--- config.mk ---
export PLATFORM = sky130hd
export DESIGN_NAME = delay_timer_arbiter
export DESIGN_NICKNAME = d
export VERILOG_FILES = /design/src/rtl/delay_timer_arbiter.sv
export SDC_FILE = /design/constraint.sdc
export NUM_CORES = 1
export LEC_CHECK = 0
export CAP_MARGIN = 5
export CORE_UTILIZATION = 48
export CTS_BUF_LIST = sky130_fd_sc_hd__clkbuf_16
export CTS_CLUSTER_SIZE = 12
export DETAILED_ROUTE_END_ITERATION = 7
export MAX_ROUTING_LAYER = met4
export PLACE_DENSITY = 0.85
export SETUP_SLACK_MARGIN = 0.02
export SLEW_MARGIN = 20
export SYNTH_ARGS = -nofsm -noshare
export SYNTH_HDL_FRONTEND = slang
export SYNTH_SLANG_ARGS = --single-unit
--- constraint.sdc ---
create_clock -name clk -period 5 [get_ports clk]
set_clock_uncertainty 0.2 [all_clocks]
set_input_delay 1 -clock clk [delete_from_list [all_inputs] [get_ports clk]]
set_output_delay 1 -clock clk [all_outputs]
set_load 0.05 [all_outputs]
--- src/rtl/delay_timer_arbiter.sv ---
// Round-robin arbiter sharing one down-counting delay timer among NREQ requesters.
// The owner holds grant for len COUNT cycles plus one DONE cycle carrying its done pulse.
module delay_timer_arbiter #(
    parameter int unsigned NREQ = 4,
    parameter int unsigned CW   = 4
) (
    input  logic                 clk,
    input  logic                 rst,
    input  logic [NREQ-1:0]      req,
    input  logic [NREQ*CW-1:0]   len,
    output logic [NREQ-1:0]      grant,
    output logic [NREQ-1:0]      done,
    output logic                 busy,
    output logic [CW-1:0]        count
);

    localparam int unsigned PW = (NREQ > 1) ? $clog2(NREQ) : 1;

    typedef enum logic [1:0] {IDLE, COUNT, DONE} state_t;

    state_t          state, state_n;
    logic [PW-1:0]   ptr, ptr_n;
    logic [NREQ-1:0] grant_n, done_n, win_onehot;
    logic [CW-1:0]   count_n, win_len;
    logic [PW-1:0]   win;
    logic            found;

    // First requesting index at or after ptr, scanning upward modulo NREQ.
    always_comb begin
        int unsigned idx;
        logic [PW-1:0] idx_p;
        found = 1'b0;
        win   = '0;
        idx   = 0;
        idx_p = '0;
        for (int unsigned i = 0; i < NREQ; i++) begin
            idx = 32'(ptr) + i;
            if (idx >= NREQ) idx = idx - NREQ;
            idx_p = PW'(idx);
            if (!found && req[idx_p]) begin
                found = 1'b1;
                win   = idx_p;
            end
        end
        win_len    = len[32'(win)*CW +: CW];
        win_onehot = NREQ'(1) << win;
    end

    always_comb begin
        state_n = state;
        ptr_n   = ptr;
        grant_n = grant;
        done_n  = '0;
        count_n = count;
        case (state)
            IDLE: begin
                grant_n = '0;
                count_n = '0;
                if (found) begin
                    grant_n = win_onehot;
                    count_n = win_len;
                    ptr_n   = (win == PW'(NREQ - 1)) ? '0 : win + 1'b1;
                    if (win_len != '0) begin
                        state_n = COUNT;
                    end else begin
                        state_n = DONE;
                        done_n  = win_onehot;
                    end
                end
            end
            COUNT: begin
                // Owner withdrawing its request aborts silently.
                if (!(|(req & grant))) begin
                    state_n = IDLE;
                    grant_n = '0;
                    count_n = '0;
                end else if (count <= CW'(1)) begin
                    state_n = DONE;
                    count_n = '0;
                    done_n  = grant;
                end else begin
                    count_n = count - 1'b1;
                end
            end
            DONE: begin
                state_n = IDLE;
                grant_n = '0;
                count_n = '0;
            end
            default: begin
                state_n = IDLE;
                grant_n = '0;
                count_n = '0;
            end
        endcase
    end

    always_ff @(posedge clk) begin
        if (rst) begin
            state <= IDLE;
            ptr   <= '0;
            grant <= '0;
            done  <= '0;
            busy  <= 1'b0;
            count <= '0;
        end else begin
            state <= state_n;
            ptr   <= ptr_n;
            grant <= grant_n;
            done  <= done_n;
            busy  <= |grant_n;
            count <= count_n;
        end
    end

endmodule
Word-level counts from Yosys, hierarchy flattened
Cells that the tools add are included.
{ "word_totals": {"reg_bits": 17, "input_bits": 22, "output_inout_bits": 13, "wordCells": 81} }
{ "classes": {"n_addsub": 9, "order_cmp": 9, "eq_ne": 4, "shifts": 2, "n_mux": 38, "n_bitwise": 1, "reduce_logical": 12} }
{ "ops": {"columns": ["operator", "count"], "rows": [
  ["$mux 4", 9],
  ["$mux 2", 13],
  ["$pmux 4 s2", 3],
  ["$shiftx 16x5->4", 1],
  ["$lt 2x3->1 const B", 4],
  ["$ge 3x3->1 const B", 3],
  ["$bmux 1 s2", 4],
  ["$mux 1", 8],
  ["$reduce_or 4->1", 2],
  ["$sub 2x1->2 const B", 4],
  ["$add 2x2->3 const B", 2],
  ["$and 4x4->4", 1],
  ["$le 4x1->1 const B", 1],
  ["$pmux 2 s2", 1],
  ["$reduce_and 2->1", 2],
  ["$reduce_bool 4->1", 1],
  ["$shl 1x2->4 const A", 1],
  ["$sub 4x1->4 const B", 1],
  ["$add 2x1->3 const B", 1],
  ["$ge 2x3->1 const B", 1],
  ["$logic_and 1x1->1", 3],
  ["$logic_not 1->1", 3],
  ["$ne 3x3->1 const B", 1],
  ["$add 2x1->2 const B", 1],
  ["other kinds (4)", 4]
]} }

Depth between registers and ports, before layout
Gate-level depths: netlist of run 1.
{ "logic_depth": {"word_depth": 19, "depth_mapped": 9, "ltp_nobuf": 8} }

Worst setup path after synthesis of run 1
OpenSTA, ideal clock, no wires.
{ "synth_path": {"path_kind": "input-to-reg", "start": "input port req[2]", "end": "register busy", "setup_ps": 126, "t_arrival_ps": 2544, "required_ps": 4674, "setup_slack_ps": 2130, "path_stages": 8, "path_buffers": 0, "path_cell_list": "mux2i_1 -> o22ai_1 -> nor2_2 -> inv_1 -> ha_1 -> or4_1 -> a21oi_1 -> nor2_1"} }
{ "synth_via": {"elab_chain_cells": 16, "word_cells_on_any_way": 29} }
{ "synth_rtl": {"columns": ["element", "line", "rtl"], "rows": [
  ["from (decl)", "9", "input logic [NREQ-1:0] req,"],
  ["$bmux 1 s2", "40", "if (!found && req[idx_p]) begin"],
  ["$mux 1 (implied by the code)", "40", null],
  ["$mux 1", "40", null],
  ["$logic_not 1->1", "40", null],
  ["$logic_and 1x1->1", "40", null],
  ["$mux 1", "40", null],
  ["$logic_not 1->1", "40", null],
  ["$logic_and 1x1->1", "40", null],
  ["$mux 1", "40", null],
  ["$logic_not 1->1", "40", null],
  ["$logic_and 1x1->1", "40", null],
  ["$mux 2", "40", null],
  ["$shl 1x2->4", "46", "win_onehot = NREQ'(1) << win;"],
  ["$mux 4", "59", "if (found) begin"],
  ["$pmux 4 s2 (*)", "55", "case (state)"],
  ["$reduce_or 4->1 (*)", "111", "busy <= |grant_n;"],
  ["to (signal assigned)", "111", null],
  ["to (decl)", "13", "output logic busy,"]
]} }
Every way passes the cells marked *; elsewhere a longest branch is shown, timed or not. The select of a mux whose other input is x is not followed.
A chain may end at the register's enable or synchronous reset.

Worst setup path in the final report of run 1
{ "layout_path": {"start": "input port req[0]", "end": "register busy"} }
Same word-level chain as after synthesis.

==> results of run 1 <==
worst paths after layout:
check / from / end / slack (ns)
worst min-delay path: grant[3]$_SDFF_PP0_ / done[3]$_SDFF_PP0_ / 0.33
worst max register to register: ptr[1]$_SDFFE_PP0P_ / busy$_SDFF_PP0_ / 2.38
worst max-delay path: req[0] / busy$_SDFF_PP0_ / 1.65
worst min register to register: grant[3]$_SDFF_PP0_ / done[3]$_SDFF_PP0_ / 0.33
state kept, by name, indices dropped and copies added, names as in the netlist:
name,cells
done,4
busy,1
grant,4
ptr,2
count,4
state,2
routing by layer:
layer	vias up	track usage, %
li1	470	-
met5	-	-
met1	448	24.3
met4	0	13.2
met3	5	2.80
met2	46	45.6
critical path: cells and delay by family:
kind            cells  cell delay, ns
simple gates        3            0.94
buf+inv             2            0.64
compound gates      2            0.28
fa+ha+maj           1            0.25
mux                 1            0.18
area by class of cell:
| cell class | instances | area [sq um] |
|---|---|---|
| Multi-Input combinational cell | 81 | 648 |
| Inverter | 10 | 37.5 |
| Clock buffer | 3 | 75.1 |
| Timing Repair Buffer | 35 | 348 |
| Tap cell | 27 | 33.8 |
| Clock inverter | 1 | 5.00 |
| Fill cell | 155 | 534 |
| Sequential cell | 17 | 340 |
through the flow:
step | instance area, sq um | power, mW | worst slack, ns
2_1_floorplan | 1060 | 0.410 | 2.13
3_3_place_gp | 1410 | 0.478 | 1.51
3_5_place_dp | 1410 | 0.484 | 1.42
4_1_cts | 1490 | 0.649 | 1.65
5_1_grt | 1490 | 0.684 | 1.52
6_report | 1490 | 0.649 | 1.65
cells by family after synthesis:
group	share of synthesized area [%]
DFF	32.2
adders and majority gates	7.11
and+or+nand+nor	17.1
AOI/OAI and AO/OA	21.3
muxes	14.2
buffers and inverters	6.40
xor gates and xnor gates	1.66
synthesized netlist by cell type:
master	instances
o31ai_4	1
a21boi_0	1
a21oi_1	4
nor3b_2	1
mux2_4	4
buf_8	1
nand2_1	5
nor3_1	2
o22ai_1	6
o22a_1	4
buf_1	1
dfxtp_1	17
nand4_4	1
nor2_1	13
nor4_1	1
xnor2_1	2
a21oi_2	1
o2bb2ai_1	1
a22oi_1	4
a22o_1	1
nand3b_1	4
a221oi_1	1
o21ai_0	2
o2bb2a_4	1
clkbuf_1	3
o21ai_2	1
or3_1	1
or2_2	1
inv_1	10
mux2i_1	9
or4_1	1
nor2_2	1
ha_1	6
nand2b_1	1
where the power goes:
| part | switching, mW | internal [mW] |
|---|---|---|
| registers | 0.0235 | 0.159 |
| logic | 0.169 | 0.135 |
| clock network | 0.0554 | 0.107 |
| total | 0.248 | 0.401 |
==> impl_metrics.tcl, run 1 <==
set metrics [dict create \
    htree_levels 1 \
    syn_inst 113 \
    period_needed_ns 3.35 \
    setup_viol 0 \
    stdcell_count 174 \
    final_common_cell "clkdlybuf4s50_1" \
    antenna_left 0 \
    dp.cells 170 \
    p_leak_nw 0.562 \
    postCtsSetupRepairBufs 0 \
    hold_buffers 0 \
    worst_skew_pair.late_latency_ns 0.25 \
    yosysWarnings 0 \
    first_iter_violations 20 \
    top_layer_used "met4" \
    clockBufferDepth 2 \
    antenna_found_initial 0 \
    yosysUniqueCellTypes 34 \
    drive_gt1_share_pct 11.6 \
    grt_pass1_wl_um 4310 \
    post-route-util_pct 73.6 \
    ys_ff_latch 17 \
    rsz0062_at_grt "false" \
    numCtsBuffers 3 \
    grt_pass1_vias 1018 \
    setup-tns-final_ns 0 \
    worstSetupStartpointType "input port" \
    wirelength_um 2440 \
    ys_seq_area_share_pct 32.2 \
    drc_errors 0 \
    cap_violations 0 \
    firstDrtPassIters 5 \
    holdPathStages 2 \
    wl_met3_um 115 \
    ys_top_cells_by_area "dfxtp_1 32%, mux2i_1 8.5%, ha_1 7.1%" \
    port_buffers 34 \
    wl_met1_um 922 \
    area_delta_synth_final_pct 40.9 \
    wl_per_cell_um 14.0 \
    cts_tree "built" \
    floorplan.initialDensity_pct 52.2 \
    die_x_um 48.9 \
    hold_viol 0 \
    worstRegToRegCells 8 \
    met2_length_um 1360 \
    worstMarginPinSlew_ns 0.506 \
    gr-usage-all-layers_pct 24.3 \
    clkTransAtPathRegs_ns 0.05 \
    cts_resized 0 \
    root_buffer "clkbuf_16" \
    nets 176 \
    status "complete, no violations" \
    insertedDiodeCount 0 \
    netlist_area_sq_mm 0.00106 \
    max_freq_mhz 298 \
    syn_nets 141 \
    overflow 0 \
    peakVddDrop_mv 0.256 \
    syn_avg_cell_area_sq_um 9.35 \
    path_max_fanout 7 \
    final_cell_mix "34 x clkdlybuf4s50_1, 17 x dfxtp_1, 13 x nor2_1" \
    power_density_mw_per_mm2 436 \
    end_kind "register" \
    vias 969 \
    drv_slew 0 \
    gp_congestion 0.912 \
    holdWs_ns 0.332 \
    core-area_sq_mm 0.00202 \
    grt_max_degree 12 \
    rows 16 \
    vias_per_cell 5.57 \
    cp_cell_sequence "clkdlybuf4s50_1 > mux2i_1 > o22ai_1 > nor2_2 > inv_1 > ha_1 > or4_1 > a21oi_1 > nor2_1" \
    period_share_pct 67.0 \
    required_ns 4.94 \
    yosysTopAreaCell "dfxtp_1" \
    hold_path_class "register to register" \
    yosys.area.top_type_share_pct 32.2 \
    hpwl_um 1830 \
    crit_slowest_cell "or4_1" \
    critical_path_class "input port to register" \
    fp.dieH_um 48.9 \
    cts_sinks 17 \
    critPathMaxStageDelay_ns 0.52 \
    ios 35 \
    maxSlewHeadroom_pct 66.1 \
    dieArea_sq_mm 0.00239 \
    arrival_ns 3.29 \
]
(Power assumes the default switching activity.)
==> run 2, diff against run 1 <==
--- a/config.mk
+++ b/config.mk
@@ -6,12 +6,12 @@
 export NUM_CORES = 1
 export LEC_CHECK = 0
 export CAP_MARGIN = 5
-export CORE_UTILIZATION = 48
+export CORE_UTILIZATION = 40
 export CTS_BUF_LIST = sky130_fd_sc_hd__clkbuf_16
 export CTS_CLUSTER_SIZE = 12
 export DETAILED_ROUTE_END_ITERATION = 7
 export MAX_ROUTING_LAYER = met4
-export PLACE_DENSITY = 0.85
+export PLACE_DENSITY = 0.76
 export SETUP_SLACK_MARGIN = 0.02
 export SLEW_MARGIN = 20
 export SYNTH_ARGS = -nofsm -noshare
==> constraint.sdc (replaced) <==
create_clock -name clk -period 2.9 [get_ports clk]
set_clock_uncertainty 0.2 [all_clocks]
set_input_delay 0.58 -clock clk [delete_from_list [all_inputs] [get_ports clk]]
set_output_delay 0.58 -clock clk [all_outputs]
set_load 0.05 [all_outputs]
==> impl_metrics.tcl, run 2 (synthesis results as in run 1) <==
set metrics [dict create \
    status "complete, no violations" \
    cts_sinks 17 \
    period_share_pct 93.2 \
    maxSlewHeadroom_pct 66.4 \
    cts_resized 0 \
    area_delta_synth_final_pct 44.1 \
    firstDrtPassIters 4 \
    period_needed_ns 2.70 \
    gp_congestion 0.831 \
    worstRegToRegCells 8 \
    gr-usage-all-layers_pct 20.5 \
    grt_pass1_wl_um 3940 \
    dieArea_sq_mm 0.00285 \
    clkTransAtPathRegs_ns 0.05 \
    critical_path_class "input port to register" \
    worstSetupStartpointType "input port" \
    final_cell_mix "34 x clkdlybuf4s50_1, 17 x dfxtp_1, 13 x nor2_1" \
    vias 985 \
    antenna_left 0 \
    overflow 0 \
    insertedDiodeCount 0 \
    arrival_ns 2.65 \
    final_area_sq_mm 0.00152 \
    htree_levels 1 \
    end_kind "register" \
    worstMarginPinSlew_ns 0.502 \
    holdWs_ns 0.316 \
    hold_buffers 0 \
    hpwl_um 1890 \
    ios 35 \
    fillers 229 \
    hold_path_class "register to register" \
    postCtsSetupRepairBufs 0 \
    clockBufferDepth 2 \
    port_buffers 34 \
    post-route-util_pct 61.4 \
    cp-startpoint "req[0]" \
    final_common_cell "clkdlybuf4s50_1" \
    dp.cells 177 \
    fp.dieH_um 53.4 \
    rsz0062_at_grt "false" \
    worst_skew_pair.late_latency_ns 0.25 \
    path_max_fanout 6 \
    antenna_found_initial 0 \
    top_regs "count (4), done (4), grant (4)" \
    die_x_um 53.4 \
    stdcell_count 181 \
    drive_gt1_share_pct 13.9 \
    setup_viol 0 \
    drc_errors 0 \
    cp-endpoint "busy$_SDFF_PP0_" \
    rows 18 \
    setup_ws_ns 0.198 \
    hold_viol 0 \
    p_leak_nw 0.582 \
    power_density_mw_per_mm2 742 \
    wirelength_um 2390 \
    wl_per_cell_um 13.2 \
    nets 180 \
    drv_slew 0 \
    r2r_slack_ns 0.52 \
    place_ws_ns -0.0456 \
    max_freq_mhz 370 \
    reg2reg_from "ptr[1]$_SDFFE_PP0P_" \
    dpl_cell_area_sq_mm 0.00144 \
    grt_pass1_vias 944 \
    first_iter_violations 17 \
    required_ns 2.84 \
    numCtsBuffers 3 \
    root_buffer "clkbuf_16" \
    cap_violations 0 \
    grt_max_degree 12 \
    peakVddDrop_mv 0.385 \
    rr_endpoint "busy$_SDFF_PP0_" \
    core-area_sq_mm 0.00248 \
    floorplan.initialDensity_pct 42.6 \
    cts_tree "built" \
    vias_per_cell 5.44 \
]
-- run 2: final cells by class --
type	count	area, sq um	area share (%)
clock inverter	1	5.00	0.329
clock buffer	3	75.1	4.93
inverter	10	37.5	2.47
multi-input combinational	81	648	42.6
timing repair buffer	39	378	24.8
tap	30	37.5	2.47
sequential	17	340	22.4
-- run 2: worst min path at each step --
stage / startpoint / endpoint / depth (start not counted)
4_1_cts: grant[2]$_SDFF_PP0_ / done[2]$_SDFF_PP0_ / 2
6_report: grant[3]$_SDFF_PP0_ / done[3]$_SDFF_PP0_ / 2
3_5_place_dp: grant[3]$_SDFF_PP0_ / done[3]$_SDFF_PP0_ / 2
2_1_floorplan: ptr[1]$_SDFFE_PP0P_ / ptr[1]$_SDFFE_PP0P_ / 2
3_3_place_gp: grant[3]$_SDFF_PP0_ / done[3]$_SDFF_PP0_ / 2
5_1_grt: grant[1]$_SDFF_PP0_ / done[1]$_SDFF_PP0_ / 2
-- run 2: critical path: stages --
cell	delay (ns)
clkdlybuf4s50_1	0.51
mux2i_1	0.18
o22ai_1	0.13
nor2_2	0.21
inv_1	0.09
ha_1	0.23
or4_1	0.52
a21oi_1	0.15
nor2_1	0.04
-- run 2: routing by layer --
metal | track usage, % | share of wire [%] | vias to the layer above
met1 | 21.2 | 42 | 464
met2 | 36.0 | 52 | 34
met4 | 10.5 | 2.0 | 0
met5 | - | 0 | -
li1 | - | - | 481
met3 | 4.31 | 4.2 | 6
-- run 2: through the flow --
stage / setup TNS, ns / power [mW]
finish: 0 / 1.13
detailed placement: -0.0456 / 0.852
floorplan: 0 / 0.706
global route: 0 / 1.19
global placement: 0 / 0.841
CTS: 0 / 1.14
-- run 2: report_power, final --
| group | switching, mW | total, mW | internal, mW | leakage (nW) |
|---|---|---|---|---|
| Combinational | 0.290 | 0.534 | 0.244 | 0.402 |
| Sequential | 0.0412 | 0.315 | 0.274 | 0.139 |
| Clock | 0.0946 | 0.279 | 0.185 | 0.0409 |
| Total | 0.426 | 1.13 | 0.703 | 0.582 |
